===== src/rtl/vec_pkg.sv =====
// Shared types for the XY vector drawer: FSM states and the signed
// Bresenham error type used at the default coordinate width.
package vec_pkg;
  localparam int COORD_W = 8;

  typedef enum logic {IDLE, DRAW} state_t;

  typedef logic signed [COORD_W+1:0] err_t;
endpackage


===== src/rtl/bresenham_step.sv =====
// One combinational Bresenham step: both axis tests use the pre-step e2,
// so a diagonal move updates x, y and err together.
module bresenham_step #(
  parameter int COORD_W = 8
) (
  input  logic        [COORD_W-1:0] x,
  input  logic        [COORD_W-1:0] y,
  input  logic signed [COORD_W+1:0] err,
  input  logic signed [COORD_W+1:0] dx,
  input  logic signed [COORD_W+1:0] dy,
  input  logic                      sx,
  input  logic                      sy,
  output logic        [COORD_W-1:0] nx,
  output logic        [COORD_W-1:0] ny,
  output logic signed [COORD_W+1:0] nerr
);
  logic signed [COORD_W+1:0] e2, ex, ey;
  logic step_x, step_y;

  // sx/sy are direction bits: 1 means decrement
  always_comb begin
    e2     = err <<< 1;
    step_x = (e2 >= dy);
    step_y = (e2 <= dx);
    ex     = step_x ? dy : '0;
    ey     = step_y ? dx : '0;
    nerr   = err + ex + ey;
    nx     = x;
    ny     = y;
    if (step_x) nx = sx ? x - COORD_W'(1) : x + COORD_W'(1);
    if (step_y) ny = sy ? y - COORD_W'(1) : y + COORD_W'(1);
  end
endmodule


===== src/rtl/vector_line_drawer.sv =====
// Rasterises one segment per handshake into held XY DAC codes, each point
// dwelling DWELL cycles so beam brightness stays even along the line.
module vector_line_drawer #(
  parameter int COORD_W = vec_pkg::COORD_W,
  parameter int DWELL   = 1
) (
  input  logic               clk,
  input  logic               reset,
  input  logic               seg_valid,
  output logic               seg_ready,
  input  logic [COORD_W-1:0] x0,
  input  logic [COORD_W-1:0] y0,
  input  logic [COORD_W-1:0] x1,
  input  logic [COORD_W-1:0] y1,
  output logic [COORD_W-1:0] xdac,
  output logic [COORD_W-1:0] ydac,
  output logic               pt_strobe,
  output logic               busy
);
  import vec_pkg::*;

  localparam int CNT_W = (DWELL > 1) ? $clog2(DWELL) : 1;
  typedef logic signed [COORD_W+1:0] serr_t;

  state_t             state;
  logic [COORD_W-1:0] xe, ye, nx, ny;
  serr_t              dx, dy, err, nerr, dx_in, dy_in;
  logic               sx, sy;
  logic [CNT_W-1:0]   cnt;
  logic [COORD_W-1:0] adx, ady;

  always_comb begin
    adx   = (x1 >= x0) ? x1 - x0 : x0 - x1;
    ady   = (y1 >= y0) ? y1 - y0 : y0 - y1;
    dx_in = $signed({2'b00, adx});
    dy_in = -$signed({2'b00, ady});
  end

  bresenham_step #(.COORD_W(COORD_W)) u_step (
    .x(xdac), .y(ydac), .err(err), .dx(dx), .dy(dy), .sx(sx), .sy(sy),
    .nx(nx), .ny(ny), .nerr(nerr)
  );

  assign seg_ready = (state == IDLE);
  assign busy      = (state == DRAW);

  always_ff @(posedge clk) begin
    if (reset) begin
      state     <= IDLE;
      xdac      <= '0;
      ydac      <= '0;
      pt_strobe <= 1'b0;
      xe        <= '0;
      ye        <= '0;
      dx        <= '0;
      dy        <= '0;
      err       <= '0;
      sx        <= 1'b0;
      sy        <= 1'b0;
      cnt       <= '0;
    end else begin
      case (state)
        IDLE: begin
          pt_strobe <= 1'b0;
          if (seg_valid) begin
            xdac      <= x0;
            ydac      <= y0;
            xe        <= x1;
            ye        <= y1;
            dx        <= dx_in;
            dy        <= dy_in;
            err       <= dx_in + dy_in;
            sx        <= (x1 < x0);
            sy        <= (y1 < y0);
            cnt       <= '0;
            pt_strobe <= 1'b1;
            state     <= DRAW;
          end
        end
        DRAW: begin
          if (cnt == CNT_W'(DWELL - 1)) begin
            cnt <= '0;
            if (xdac == xe && ydac == ye) begin
              pt_strobe <= 1'b0;
              state     <= IDLE;
            end else begin
              xdac      <= nx;
              ydac      <= ny;
              err       <= nerr;
              pt_strobe <= 1'b1;
            end
          end else begin
            cnt       <= cnt + CNT_W'(1);
            pt_strobe <= 1'b0;
          end
        end
        default: state <= IDLE;
      endcase
    end
  end
endmodule


===== config.mk =====
export PLATFORM = sky130hd
export DESIGN_NAME = vector_line_drawer
export DESIGN_NICKNAME = d
export VERILOG_FILES = /design/src/rtl/vec_pkg.sv /design/src/rtl/bresenham_step.sv /design/src/rtl/vector_line_drawer.sv
export SDC_FILE = /design/constraint.sdc
export NUM_CORES = 1
export LEC_CHECK = 0
export CAP_MARGIN = 20
export CORE_ASPECT_RATIO = 1.75
export CORE_MARGIN = 1
export CORE_UTILIZATION = 25
export DETAILED_ROUTE_END_ITERATION = 10
export GPL_ROUTABILITY_DRIVEN = 0
export PLACE_DENSITY = 0.48
export SLEW_MARGIN = 20
export SYNTH_ARGS = -nofsm -noshare
export SYNTH_HDL_FRONTEND = slang
export SYNTH_SLANG_ARGS = --single-unit

===== constraint.sdc =====
create_clock -name clk -period 4.31 [get_ports clk]
set_input_delay 0.862 -clock clk [delete_from_list [all_inputs] [get_ports clk]]
set_output_delay 0.862 -clock clk [all_outputs]
set_load 0.1 [all_outputs]

==> impl_metrics.toml, run 1 <==
[timing]
layout_min_cycle_time_ns = 4.25
worst_pin_slew_ns = 1.02
setup_violations = 0
finalCritPeriodShare = 0.986
hold_viol = 0
slew_headroom = 0.317
slew_violations = 0
fin_skew_ns = 0.00925
rsz0062_at_grt = "true"
tns_ns = 0
fmax_mhz = 235

[placed_design]
post-dp-hpwl_mm = 17.5
postPlaceCellArea_mm2 = 0.00819
placedCellCount = 1271
port_buffers = 53

[yosys]
seq_area_frac_synth = 0.205
synth_top_area_share = 0.205
async_reset_ff_frac = 0
yosys-top-cells-area = "dfxtp_1, ha_1, fa_1"
synth-seq-cells = 62
ys_types = 76
synth-edff-count = 0
synth_fp_nets = 884
syn_avg_cell_area_um2 = 7.98
netlist_area_mm2 = 0.00606
yosys-top-cells-count = "inv_1, nand2_1, ha_1"
yosysTopAreaCell = "dfxtp_1"
post-synth-top-count-cell = "inv_1"
yosys_warnings = 0
synth_cells = 759
synth_ff_type = "dfxtp_1"

[routing]
finalWirelength_mm = 22.0
drc = 0
drt-vias-per-instance = 4.77
first_iter_violations = 173
via_count = 6235
wl_per_cell_um = 16.8
first_pass_iters = 4
ant_nets = 0

[layout]
antenna_cells = 0
nets = 1120
drive_gt1_frac = 0.325
area_delta_synth_final_pct = 52.3
stdcell_count = 1308
nFillCells = 2503
postLayoutCellArea_mm2 = 0.00923

[flow_run]
max_cap_violations = 0

[global_route]
antenna_found_initial = 0
grt_pass1_wl_mm = 34.1
grt_overflow = 0
grt_usage = 0.182
grt_max_degree = 48
grt_pass1_vias = 6358

[critical_path]
critPathLaunchType = "input pin"
crit_fanout = 4
arrival_ns = 4.54
worstSetupEndpointType = "register"
critPathKind = "in2reg"
r2r-end = "err[8]$_SDFFE_PP0P_"
r2r_start = "err[0]$_SDFFE_PP0P_"
cp.required_ns = 4.60
r2r_cells = 19
rrSetupSlack_ns = 0.09

[cts]
cts_tree = "done"
path_clk_slew_ns = 0.06
clockBufferDepth = 2
clock_latency_ns = 0.35
cts_root_buffer = "clkbuf_16"
cts_buffers = 9
cts_sinks = 62
postCtsHoldBufs = 0
h-tree-depth = 3

[hold_path]
worstHoldPathType = "reg2reg"
holdPathStages = 2
whs_endpoint = "dx[1]$_SDFFE_PP0P_"
hold_start = "dx[1]$_SDFFE_PP0P_"

[power_and_ir_drop]
ir_drop_v = 0.000210
p_per_area_mw_per_mm2 = 471
p_leak_nw = 4.19

[floorplanning]
fp.dieH_um = 208
dieArea_mm2 = 0.0249
std_cell_rows = 75
die-width_um = 120
ioPinCount = 54
coreArea_mm2 = 0.0238
start_util = 0.254

[outcome]
status = "finished, final reports clean"
[registers in the layout, summed over array words and instances (netlist names)]
name	flops
dy	10
ye	8
dx	8
xe	8
sx	1
pt_strobe	1
ydac	8
xdac	8
sy	1
err	9
[cell type report]
| class | count | area [µm²] | area share |
|---|---|---|---|
| Timing Repair Buffer | 253 | 2040 | 0.222 |
| Multi-Input combinational cell | 584 | 4900 | 0.531 |
| Clock buffer | 11 | 243 | 0.0263 |
| Tap cell | 308 | 385 | 0.0418 |
| Clock inverter | 5 | 81.3 | 0.00881 |
| Inverter | 85 | 319 | 0.0346 |
| Sequential cell | 62 | 1250 | 0.136 |
[timing repair]
| action | in CTS | in global routing |
|---|---|---|
| gates resized for setup | 58 | 64 |
| setup buffers | 10 | 14 |
| pin swaps | 38 | 38 |
| setup endpoints to repair | 4 | 4 |
| endpoints found under the hold margin | 0 | 0 |
[metal layers]
layer  vias up  share of wire  track usage
li1       3121              -            -
met1      2960           0.36        0.175
met2       100           0.56        0.351
met3        54          0.019       0.0228
met4         0          0.057        0.124
met5         -              0            0
[cell families after synthesis]
group,share of synthesized area
compound gates,0.229
xor+xnor,0.0752
fa+ha+maj,0.206
buf+inv,0.0729
flops,0.205
mux,0.0299
simple gates,0.182
[per-stage QoR]
stage	power (mW)	utilization	hold WS, ns	worst slack [ns]
2_1_floorplan	2.21	-	0.436	0.185
3_3_place_gp	3.21	0.344	0.445	-0.654
3_5_place_dp	3.21	0.344	0.448	-0.746
4_1_cts	4.22	0.372	0.457	0.000762
5_1_grt	4.64	0.387	0.483	-0.129
6_report	4.35	0.387	0.457	0.0611
[critical path: stages]
cell and delay, ns:
dlygate4sd2_1 0.24, inv_1 0.09, ha_4 0.30, nand4_1 0.18
buf_4 0.20, a31oi_4 0.22, buf_4 0.15, buf_6 0.11
nor2_4 0.04, a2111oi_4 0.53, nor3_2 0.10, xnor2_2 0.17
ha_1 0.33, inv_1 0.09, o21bai_1 0.09, a21oi_2 0.19
o21ai_2 0.08, or2_2 0.27, mux2i_1 0.16, o31a_1 0.15
[where the power goes]
part	total [mW]	switching (mW)	internal (mW)	leakage (nW)
logic	2.74	1.47	1.27	3.52
registers	0.785	0.115	0.670	0.515
clock network	0.827	0.303	0.524	0.156
total	4.35	1.88	2.47	4.19
[worst max path at each step]
stage                  startpoint                   to  slack, ns
5_1_grt                     y0[3]  err[8]$_SDFFE_PP0P_      -0.13
2_1_floorplan  dx[2]$_SDFFE_PP0P_  err[8]$_SDFFE_PP0P_       0.19
4_1_cts        dy[5]$_SDFFE_PP0P_  err[8]$_SDFFE_PP0P_     0.0008
3_3_place_gp                y0[0]  err[8]$_SDFFE_PP0P_      -0.65
3_5_place_dp                y0[0]  err[8]$_SDFFE_PP0P_      -0.75
6_report                    y0[3]  err[8]$_SDFFE_PP0P_       0.06
[cell usage in the layout (no fill, tap or decap), drive strengths merged, types with 3 or more instances in the layout]
| master | instances |
|---|---|
| a31o | 4 |
| clkbuf | 11 |
| fa | 16 |
| o211ai | 10 |
| o21a | 9 |
| a21o | 13 |
| or3 | 5 |
| clkdlybuf4s50 | 36 |
| o311ai | 3 |
| and3 | 4 |
| dlygate4sd2 | 4 |
| dlymetal6s2s | 9 |
| o21ai | 32 |
| xnor2 | 25 |
| and2 | 8 |
| a211oi | 24 |
| a2111oi | 3 |
| nor2b | 17 |
| a31oi | 7 |
| nand2 | 81 |
| buf | 204 |
| xor2 | 27 |
| a21oi | 65 |
| nor3b | 4 |
| nor3 | 15 |
| inv | 85 |
| nand3 | 13 |
| o21bai | 4 |
| a21boi | 4 |
| ha | 74 |
| nor4 | 5 |
| nor2 | 49 |
| dfxtp | 62 |
| mux2i | 17 |
| nand4 | 13 |
No activity file was read; power rests on OpenSTA's default activity.
==> run 2: changes to the inputs <==
- ABC_AREA: not set -> 1
==> impl_metrics.toml, run 2 <==
[yosys]
syn_avg_cell_area_um2 = 6.54
yosys-top-cells-count = "nand2_1, inv_1, a21oi_1"
yosys-top-cells-area = "dfxtp_1, ha_1, nand2_1"
post-synth-top-count-cell = "nand2_1"
synth_top_area_share = 0.196
synth-edff-count = 0
netlist_area_mm2 = 0.00633
synth_cells = 968
seq_area_frac_synth = 0.196
synth_fp_nets = 1093
yosysTopAreaCell = "dfxtp_1"
synth_ff_type = "dfxtp_1"
async_reset_ff_frac = 0
yosys_warnings = 0
ys_types = 46
synth-seq-cells = 62

[cts]
cts_tree = "done"
path_clk_slew_ns = 0.06
cts_buffers = 9
clock_latency_ns = 0.35
clockBufferDepth = 2
cts_root_buffer = "clkbuf_16"
cts_sinks = 62
postCtsHoldBufs = 0
h-tree-depth = 3

[placed_design]
placedCellCount = 1416
port_buffers = 53
place_ws_ns = -0.242
postPlaceCellArea_mm2 = 0.00795
post-dp-hpwl_mm = 16.5

[floorplanning]
fp.dieH_um = 213
start_util = 0.256
die-width_um = 122
ioPinCount = 54
std_cell_rows = 76
coreArea_mm2 = 0.0247
dieArea_mm2 = 0.0260

[power_and_ir_drop]
p_leak_nw = 4.24
p_per_area_mw_per_mm2 = 440
finalPower_mw = 3.67
ir_drop_v = 0.000208

[timing]
rsz0062_at_grt = "false"
hold_viol = 0
setup_violations = 0
fin_skew_ns = 0.00918
setup_slack_ns = 0.276
layout_min_cycle_time_ns = 4.03
slew_headroom = 0.347
finalCritPeriodShare = 0.936
worst_pin_slew_ns = 0.976
fmax_mhz = 248
slew_violations = 0

[global_route]
grt_pass1_vias = 6409
use_met2 = 0.312
grt_pass1_wl_mm = 31.8
grt_usage = 0.162
grt_max_degree = 57
antenna_found_initial = 0
grt_overflow = 0
met3_usage = 0.0156
grt-busiest-layer = "met2"
grt_use_met1 = 0.167

[critical_path]
crit_chain = "clkdlybuf4s50_1, ha_1, inv_1, fa_2, nand3_1, nand2_1, nand2_2, nand3_4, buf_4, nand2_1, nand2_2, nor2_4, buf_4, nand4_1, nand2_1, inv_1, ha_1, a21oi_2, o21ai_0, a31oi_1, inv_1, nand2_1, nand3_1, a21oi_2"
crit_start = "y0[0]"
crit_fanout = 7
cp.required_ns = 4.58
worstSetupEndpointType = "register"
r2r-end = "err[7]$_SDFFE_PP0P_"
worst_path_largest_cell_delay_ns = 0.48
arrival_ns = 4.30
critPathKind = "in2reg"
critPathLaunchType = "input pin"
r2r_cells = 23
cp.buffers_inverters = 6
r2r_start = "dx[5]$_SDFFE_PP0P_"
critical-path-top-delay-family = "simple AND/OR/NAND/NOR gates"
cpMostUsedCell = "nand2_1"
rrSetupSlack_ns = 0.42
crit_slowest_cell = "clkdlybuf4s50_1"

[layout]
nets = 1243
mostFrequentLayoutCells = "nand2_1, inv_1, buf_4"
top_register = "dy"
antenna_cells = 0
postLayoutCellArea_mm2 = 0.00834
layout_commonest_cell = "nand2_1"
top_regs = "dy x10, err x9"
area_delta_synth_final_pct = 31.7
largest_reg_flops = 10
drive_gt1_frac = 0.154
stdcell_count = 1435
nFillCells = 2738

[routing]
ant_nets = 0
first_pass_iters = 4
wl_per_cell_um = 14.1
finalWirelength_mm = 20.2
first_iter_violations = 304
drc = 0
drt-vias-per-instance = 4.52
via_count = 6491

[flow_run]
max_cap_violations = 0

[hold_path]
worstHoldPathType = "reg2reg"
hold_start = "xe[7]$_SDFFE_PP0P_"
whs_endpoint = "xe[7]$_SDFFE_PP0P_"
holdPathStages = 2

[outcome]
status = "finished, final reports clean"
==> run 2: changes by cell type in the layout (fill, tap and decap cells not counted), sizes merged, moves of 17 or more <==
cell	change
nor2b	-17
a21oi	+37
inv	+99
nand3	+21
o21ai	+62
buf	-90
a211oi	-20
nand2	+138
==> run 2: area by class of cell <==
type / count / area, µm² / area share
repair buffers: 164 / 1360 / 0.163
well taps: 312 / 390 / 0.0468
clock buffers: 9 / 225 / 0.0270
inverters: 185 / 697 / 0.0835
multi-input cells: 696 / 4360 / 0.522
flip-flops and latches: 62 / 1240 / 0.149
clock inverters: 7 / 73.8 / 0.00885
==> run 2: cells by family after synthesis <==
family	count (synthesis)	synth area share
simple gates	347	0.238
compound gates	220	0.186
buf+inv	210	0.128
fa+ha+maj	90	0.197
flops	62	0.196
xor+xnor	38	0.0537
mux	1	0.00158
==> run 2: worst max path at each step <==
stage / cells past startpoint / endpoint / slack (ns)
floorplan: 23 / err[7]$_SDFFE_PP0P_ / 0.39
global placement: 25 / err[8]$_SDFFE_PP0P_ / -0.19
detailed placement: 24 / err[8]$_SDFFE_PP0P_ / -0.24
CTS: 24 / err[8]$_SDFFE_PP0P_ / 0.10
global route: 24 / err[7]$_SDFFE_PP0P_ / 0.01
finish: 24 / err[8]$_SDFFE_PP0P_ / 0.28
==> run 2: worst register-to-register path, stage by stage, from the launching register on <==
cell      delay (ns)
dfxtp_1         0.37
inv_1           0.07
ha_1            0.30
nand2_1         0.07
nor2_1          0.15
o211ai_1        0.11
nand4_1         0.09
and3_1          0.22
inv_1           0.18
nand2_1         0.10
inv_1           0.05
fa_1            0.51
ha_1            0.18
inv_1           0.06
fa_1            0.35
inv_1           0.10
a21oi_1         0.10
o21ai_2         0.17
nand2_1         0.07
nand2_1         0.06
a21oi_1         0.07
xnor2_1         0.14
a21oi_1         0.16
a21oi_1         0.09
==> run 2: stage by stage <==
step | utilization | hold WS (ns) | TNS (ns)
floorplan | - | 0.442 | 0
global placement | 0.321 | 0.459 | -0.348
detailed placement | 0.321 | 0.462 | -0.678
CTS | 0.334 | 0.471 | 0
global route | 0.337 | 0.505 | 0
finish | 0.337 | 0.475 | 0
==> run 2: metal layers <==
layer	vias to the layer above	share of wire
li1	3404	-
met1	2945	0.38
met2	98	0.56
met3	44	0.017
met4	0	0.043
met5	-	0
==> run 2: repair_timing <==
| action | CTS | global route |
|---|---|---|
| endpoints found under the hold margin | 0 | 0 |
| setup endpoints to repair | 0 | 4 |
| resized for setup | 0 | 18 |
| buffers inserted | 0 | 3 |
==> run 2: power breakdown <==
group	switching, mW	internal (mW)
sequential	0.106	0.663
combinational	1.32	0.834
clock	0.300	0.449
==> run 3: changes to the inputs <==
- CORE_UTILIZATION: 25 -> 54
- PLACE_DENSITY: 0.48 -> 0.84
- RECOVER_POWER: not set -> 25
==> impl_metrics.toml, run 3 (synthesized netlist as in run 2, its figures left out) <==
[hold_path]
worstHoldPathType = "reg2reg"

[global_route]
grt_pass1_wl_mm = 30.3
grt_max_degree = 57
antenna_found_initial = 0
grt_pass1_vias = 6741
grt_overflow = 0
grt_usage = 0.310

[power_and_ir_drop]
p_leak_nw = 4.06
ir_drop_v = 0.000336
p_per_area_mw_per_mm2 = 452
finalPower_mw = 3.55

[cts]
cts_sinks = 62
cts_buffers = 9
cts_tree = "done"
clockBufferDepth = 2
clock_latency_ns = 0.34
cts_root_buffer = "clkbuf_16"
path_clk_slew_ns = 0.06
h-tree-depth = 3
postCtsHoldBufs = 0

[timing]
worst_pin_slew_ns = 0.998
fmax_mhz = 243
rsz0062_at_grt = "false"
tns_ns = 0
setup_slack_ns = 0.196
fin_skew_ns = 0.0104
finalCritPeriodShare = 0.954
slew_headroom = 0.334
slew_violations = 0
setup_violations = 0
layout_min_cycle_time_ns = 4.11
hold_viol = 0

[layout]
drive_gt1_frac = 0.123
area_delta_synth_final_pct = 24.2
mostFrequentLayoutCells = "nand2_1, inv_1, a21oi_1"
top_regs = "dy x10, err x9"
layout_commonest_cell = "nand2_1"
top_register = "dy"
antenna_cells = 0
post-route-util = 0.683
stdcell_count = 1225
nFillCells = 908
nets = 1211
largest_reg_flops = 10

[floorplanning]
coreArea_mm2 = 0.0115
fp.dieH_um = 145
dieArea_mm2 = 0.0122
start_util = 0.550
die-width_um = 83.9
ioPinCount = 54
std_cell_rows = 52

[placed_design]
port_buffers = 53
post-dp-hpwl_mm = 14.2
placedCellCount = 1209
place_ws_ns = -0.179

[critical_path]
crit_slowest_cell = "clkdlybuf4s50_1"
critPathKind = "in2reg"
worstSetupEndpointType = "register"
critPathLaunchType = "input pin"
worst_path_largest_cell_delay_ns = 0.48
critical-path-top-delay-family = "adder cells"
crit_chain = "clkdlybuf4s50_1, inv_1, ha_1, fa_1, o21a_1, nor2_1, nor2_1, nand2_1, nor2_2, buf_4, mux2i_1, buf_4, fa_1, a21oi_1, o21ai_2, inv_1, o21ai_0, a21oi_1, nor2_1, nor2_1, a21oi_1, a21oi_1"
cp.required_ns = 4.57
cp.buffers_inverters = 5
crit_fanout = 4
arrival_ns = 4.37

[flow_run]
max_cap_violations = 0

[routing]
finalWirelength_mm = 18.7
ant_nets = 0
first_iter_violations = 498
first_pass_iters = 11
drc = 2
drt-vias-per-instance = 5.53
via_count = 6772
wl_per_cell_um = 15.3

[outcome]
status = "complete, but fails checks"
violations = "design-rule violations"
run 3: cell count changes in the layout (fill, tap and decap cells not counted), sizes merged:
cell / change
bufinv: -1
clkinv: -3
clkbuf: +4
clkinvlp: +1
dlygate4sd3: +2
inv: -1
buf: -35
run 3: report_power, final:
| group | internal (mW) | switching [mW] | leakage (nW) |
|---|---|---|---|
| sequential | 0.664 | 0.111 | 0.514 |
| combinational | 0.784 | 1.31 | 3.42 |
| clock | 0.416 | 0.266 | 0.131 |
run 3: worst paths after layout:
check / cells past startpoint / end / start / slack (ns)
worst max-delay path: 22 / err[6]$_SDFFE_PP0P_ / x1[0] / 0.20
worst min-delay path: 2 / xe[7]$_SDFFE_PP0P_ / xe[7]$_SDFFE_PP0P_ / 0.48
worst max register to register: 23 / err[7]$_SDFFE_PP0P_ / dx[7]$_SDFFE_PP0P_ / 0.42
worst min register to register: 2 / xe[7]$_SDFFE_PP0P_ / xe[7]$_SDFFE_PP0P_ / 0.48
run 3: area by class of cell:
type                            instances  area (µm²)  share of cell area
Clock buffer                           12         256              0.0326
Sequential cell                        62        1240               0.158
Multi-Input combinational cell        696        4360               0.555
Tap cell                              135         169              0.0215
Clock inverter                          3        20.0             0.00255
Inverter                              185         697              0.0886
Timing Repair Buffer                  132        1120               0.142
run 3: tightest hold or removal path, cell delays in order, from the launching register on:
cell     delay [ns]
dfxtp_1        0.30
inv_1          0.07
a21oi_1        0.06
run 3: repair_timing:
item                                    4_1_cts  5_1_grt
gates resized for setup                       0       17
setup buffers                                 0        1
endpoints found under the setup margin        0        5
hold endpoints to repair                      0        0
run 3: layer usage:
metal / vias to the layer above / GRT usage / part of all wire
li1: 3344 / - / -
met1: 3048 / 0.311 / 0.35
met2: 278 / 0.579 / 0.52
met3: 102 / 0.0449 / 0.055
met4: 0 / 0.208 / 0.069
met5: - / 0 / 0
run 3: through the flow:
step | area (µm²) | hold WS (ns)
after floorplan | 6330 | 0.442
after global placement | 7510 | 0.449
after detailed placement | 7510 | 0.464
after CTS | 7780 | 0.472
after global routing | 7860 | 0.502
final | 7860 | 0.476
